### src/rtl/uart_tx_arbiter.sv
// rtl/uart_tx_arbiter.sv - shares one uart_tx serializer between a handshake and an application requester
module uart_tx_arbiter #(
  parameter int CLKS_PER_BIT = 5208,
  parameter int GAP_BITS     = 2,
  parameter int TIMEOUT_BITS = 12,
  parameter int ROUND_ROBIN  = 0
) (
  input  logic       clk,
  input  logic       reset,
  input  logic       i_Enable,
  input  logic       i_Req0,
  input  logic [7:0] i_Byte0,
  output logic       o_Ack0,
  output logic       o_Done0,
  input  logic       i_Req1,
  input  logic [7:0] i_Byte1,
  output logic       o_Ack1,
  output logic       o_Done1,
  output logic       o_Tx_DV,
  output logic [7:0] o_Tx_Byte,
  input  logic       i_Tx_Done,
  output logic [1:0] o_Grant,
  output logic       o_Busy,
  output logic       o_Timeout
);

  localparam int MAX_BITS = (TIMEOUT_BITS > GAP_BITS) ? TIMEOUT_BITS : GAP_BITS;
  localparam int CW       = $clog2(MAX_BITS * CLKS_PER_BIT) + 1;
  localparam logic [CW-1:0] TO_LAST  = CW'(TIMEOUT_BITS * CLKS_PER_BIT - 1);
  localparam logic [CW-1:0] GAP_LAST = CW'(GAP_BITS * CLKS_PER_BIT - 1);

  typedef enum logic [1:0] {S_IDLE, S_LOAD, S_WAIT, S_GAP} state_t;

  state_t        state, state_d;
  logic [CW-1:0] cnt, cnt_d;
  logic          last1, last1_d;
  logic          ack0_d, ack1_d, done0_d, done1_d, dv_d, busy_d, timeout_d;
  logic [1:0]    grant_d;
  logic [7:0]    byte_d;
  logic          elig0, elig1, pick1;

  // Enable only gates new req1 grants; an in-flight req1 transfer always finishes.
  assign elig0 = i_Req0;
  assign elig1 = i_Req1 & i_Enable;
  assign pick1 = elig1 & (~elig0 | ((ROUND_ROBIN != 0) & ~last1));

  always_ff @(posedge clk) begin
    if (reset) begin
      state     <= S_IDLE;
      cnt       <= '0;
      last1     <= 1'b1;
      o_Ack0    <= 1'b0;
      o_Ack1    <= 1'b0;
      o_Done0   <= 1'b0;
      o_Done1   <= 1'b0;
      o_Tx_DV   <= 1'b0;
      o_Tx_Byte <= '0;
      o_Grant   <= '0;
      o_Busy    <= 1'b0;
      o_Timeout <= 1'b0;
    end else begin
      state     <= state_d;
      cnt       <= cnt_d;
      last1     <= last1_d;
      o_Ack0    <= ack0_d;
      o_Ack1    <= ack1_d;
      o_Done0   <= done0_d;
      o_Done1   <= done1_d;
      o_Tx_DV   <= dv_d;
      o_Tx_Byte <= byte_d;
      o_Grant   <= grant_d;
      o_Busy    <= busy_d;
      o_Timeout <= timeout_d;
    end
  end

  always_comb begin
    state_d   = state;
    cnt_d     = cnt;
    last1_d   = last1;
    grant_d   = o_Grant;
    byte_d    = o_Tx_Byte;
    ack0_d    = 1'b0;
    ack1_d    = 1'b0;
    done0_d   = 1'b0;
    done1_d   = 1'b0;
    dv_d      = 1'b0;
    timeout_d = 1'b0;
    case (state)
      S_IDLE: begin
        if (elig0 | elig1) begin
          last1_d = pick1;
          grant_d = pick1 ? 2'b10 : 2'b01;
          byte_d  = pick1 ? i_Byte1 : i_Byte0;
          ack0_d  = ~pick1;
          ack1_d  = pick1;
          state_d = S_LOAD;
        end
      end
      S_LOAD: begin
        dv_d    = 1'b1;
        cnt_d   = '0;
        state_d = S_WAIT;
      end
      S_WAIT: begin
        // A done arriving on the expiry cycle still counts as a completed transfer.
        if (i_Tx_Done) begin
          done0_d = o_Grant[0];
          done1_d = o_Grant[1];
          cnt_d   = '0;
          state_d = S_GAP;
        end else if (cnt == TO_LAST) begin
          timeout_d = 1'b1;
          cnt_d     = '0;
          state_d   = S_GAP;
        end else begin
          cnt_d = cnt + CW'(1);
        end
      end
      S_GAP: begin
        if (cnt == GAP_LAST) begin
          grant_d = 2'b00;
          cnt_d   = '0;
          state_d = S_IDLE;
        end else begin
          cnt_d = cnt + CW'(1);
        end
      end
      default: state_d = S_IDLE;
    endcase
    busy_d = (state_d != S_IDLE);
  end

endmodule

### config.mk
export PLATFORM = sky130hd
export DESIGN_NAME = uart_tx_arbiter
export DESIGN_NICKNAME = d
export VERILOG_FILES = /design/src/rtl/uart_tx_arbiter.sv
export SDC_FILE = /design/constraint.sdc
export NUM_CORES = 1
export LEC_CHECK = 0
export ABC_AREA = 1
export CORE_ASPECT_RATIO = 1.4
export CORE_UTILIZATION = 44
export CTS_CLUSTER_DIAMETER = 150
export CTS_CLUSTER_SIZE = 30
export DETAILED_ROUTE_END_ITERATION = 7
export PLACE_DENSITY = 0.8
export SLEW_MARGIN = 10
export SYNTH_ARGS = -nofsm -noshare
export SYNTH_HDL_FRONTEND = slang
export SYNTH_SLANG_ARGS = --single-unit
### constraint.sdc
create_clock -name clk -period 2.1 [get_ports clk]
set_input_delay 0.21 -clock clk [delete_from_list [all_inputs] [get_ports clk]]
set_output_delay 0.21 -clock clk [all_outputs]
set_load 0.005 [all_outputs]
==> results.toml <==
[outcome]
status = "finished clean"

[placement]
pre_cts_slack_ns = 0.286
hpwl_mm = 3.33
place_congestion = 0.891
io_buffer_count = 38

[synth]
yosys_warnings = 0
syn_avg_cell_area_um2 = 6.53
synthXorXnorAreaFrac = 0.0281
synth_top_cell_by_area = "dfxtp_1"
postSynthCellCount = 287
ys_ff_latch = 36
synth_fa_ha_area_frac = 0.00668
synthFlopType = "dfxtp_1"
synth_top_family_by_area = "simple AND/OR/NAND/NOR gates"
synthesis.area_um2 = 1870
synth_edf_count = 0
synth_top_cell_area_share = 0.385
yosys-top-cells-area = "dfxtp_1 (38%), nand2_1 (17%), nor2_1 (8.8%)"
synth-compound-area-share = 0.0695
synthDistinctLibCells = 25
synth.mux.area_fraction = 0
seq_area_frac_synth = 0.385
syn_nets = 310
synthArstFlopShare = 0
synth-simple-area-share = 0.429

[floorplan]
rows = 27
start_util = 0.466
ios = 39
core-area_um2 = 4020
die_h_um = 79.2
die_width_um = 57.1
fp.dieArea_um2 = 4530

[setup_path]
crit_chain = "ha_1 > nand2_1 > inv_2 > nand2_1 > nor2_1 > nand2_1 > nand3_2 > nand2_2 > nand3b_1 > nand2_1"
regToRegSetupSlack_ns = 0.46
critical_path_class = "reg2reg"
r2r_cells = 10
slowest_stage = "dfxtp_1"
critPathCaptureType = "flop"
reg2reg_from = "cnt[0]$_SDFFE_PP0P_"
crit_required_ns = 2.28
cp.arrival_ns = 1.82
endpoint = "cnt[4]$_SDFFE_PP0P_"
path_common_cell = "nand2_1"
worst-path-max-fanout = 13
crit_start = "cnt[0]$_SDFFE_PP0P_"
start_kind = "flop"
slowest_delay_ns = 0.38
reg2reg_to = "cnt[4]$_SDFFE_PP0P_"

[pwr]
swShare = 0.253
p_int_uw = 1130
leakage_uw = 0.00106
pwr-share-comb = 0.159
seq_power_share = 0.487
power_switching_uw = 382
ir_drop_mv = 0.375
power.share.clock = 0.354
power_per_cell_area_nw_per_um2 = 630

[sta]
postLayoutSetupSlackWorst_ns = 0.462
hold_viol_final = 0
setup_violations = 0
fmax_mhz = 610
worst_pin_slew_ns = 0.790
slew_headroom = 0.471
tns_ns = 0
slew_viol_final = 0
hold_slack_ns = 0.468
post-route-min-period_ns = 1.64
final.period_utilization = 0.780
skew_ns = 0.00244
rsz0062_at_grt = "false"

[finish]
drive_gt1_frac = 0.0818
antennaDiodeCount = 0
final_cell_mix = "nand2_1 (87), nor2_1 (44), clkdlybuf4s50_1 (38), dfxtp_1 (36), inv_1 (24)"
fin_nets = 353
final_common_cell = "nand2_1"
post-route-util = 0.597
area_growth_syn_to_layout_pct = 28.1

[global_routing]
grt_pass1_wl_mm = 7.58
antenna_found_initial = 0
grtUsageTotal = 0.219
grt_remaining_overflow = 0
grt_pass1_vias = 1718
grt_start_max_net_pins = 20

[min_path]
hp-class = "reg2reg"
holdPathStages = 2

[clock_tree]
cts_max_level = 2
cts_max_path_buffers = 2
insertion_delay_ns = 0.29
clk_pin_slew_ns = 0.07
postCtsResizedCells = 0
cts-hold-fix-buffers = 0
cts_tree = "yes"
cts_root_buf = "clkbuf_8"
cts_setup_buffers = 0
clkSinkCount = 36
cts_buffers = 5

[drt]
drc = 0
drt-initial-drc-count = 113
routed_wl_mm = 4.40
ant_nets = 0
drt_first_pass_iters = 4
vias = 1887
vias_per_cell = 5.06
wl_per_cell_um = 11.8

[job]
max_cap_viol_count = 0
==> sequential cells by signal (all words and copies together) (netlist names), 2 cells and up <==
signal / cells
cnt: 17
o_Grant: 2
o_Tx_Byte: 8
state: 2
==> cell families after synthesis <==
| logic type | count (synthesis) |
|---|---|
| XOR/XNOR | 6 |
| adder cells (fa/ha/maj) | 1 |
| AO/OA/AOI/OAI | 25 |
| flip-flops | 36 |
| AND/OR/NAND/NOR | 181 |
| buffers and inverters | 38 |
==> area by class of cell <==
cell class                      instances  area [µm²]
Fill cell                             388        1620
Multi-Input combinational cell        213         998
Sequential cell                        36         721
Timing Repair Buffer                   42         410
Inverter                               32         120
Clock buffer                            7        96.3
Tap cell                               43        53.8
==> per-stage QoR <==
step | area, µm² | instances | power, µW
after floorplan | 1870 | 287 | 868
after global placement | 2300 | 366 | 989
after detailed placement | 2300 | 366 | 993
after CTS | 2400 | 373 | 1530
after global routing | 2400 | 373 | 1580
final | 2400 | 373 | 1510
==> per-layer routing <==
| layer | wire length (µm) | vias up | share of wire | track usage |
|---|---|---|---|---|
| li1 | - | 990 | - | - |
| met4 | 74 | 0 | 0.017 | 0.0927 |
| met2 | 2270 | 50 | 0.52 | 0.401 |
| met1 | 1780 | 841 | 0.41 | 0.232 |
| met5 | 0 | - | 0 | 0 |
| met3 | 263 | 6 | 0.060 | 0.0570 |
==> how the worst min path moves through the flow <==
| stage | start | end |
|---|---|---|
| 2_1_floorplan | i_Tx_Done | o_Timeout$_SDFF_PP0_ |
| 3_3_place_gp | o_Tx_Byte[0]$_SDFFE_PP0P_ | o_Tx_Byte[0]$_SDFFE_PP0P_ |
| 3_5_place_dp | o_Tx_Byte[3]$_SDFFE_PP0P_ | o_Tx_Byte[3]$_SDFFE_PP0P_ |
| 4_1_cts | o_Tx_Byte[3]$_SDFFE_PP0P_ | o_Tx_Byte[3]$_SDFFE_PP0P_ |
| 5_1_grt | o_Tx_Byte[3]$_SDFFE_PP0P_ | o_Tx_Byte[3]$_SDFFE_PP0P_ |
| 6_report | o_Tx_Byte[0]$_SDFFE_PP0P_ | o_Tx_Byte[0]$_SDFFE_PP0P_ |
==> cell usage after synthesis (all sizes together) (4+ instances only) <==
cell type and number:
buf 4, nand3b 9, nand2 90, nand3 22, nor2 50, xor2 5
o21ai 12, dfxtp 36, a21oi 11, nand4 7, inv 30
==> power by group through the flow <==
stage,sequential (µW),combinational [µW],clock [µW]
2_1_floorplan,751,117,0
3_3_place_gp,750,239,0
3_5_place_dp,751,242,0
4_1_cts,736,244,546
5_1_grt,739,272,573
6_report,735,240,535
==> worst max-delay path: cells and delay by family (launching register included) <==
kind	cells	cell delay (ns)
AND/OR/NAND/NOR	8	0.88
buffers and inverters	1	0.08
adder cells (fa/ha/maj)	1	0.18
flip-flops	1	0.38
Note: power is estimated with default switching activity, not from simulation.
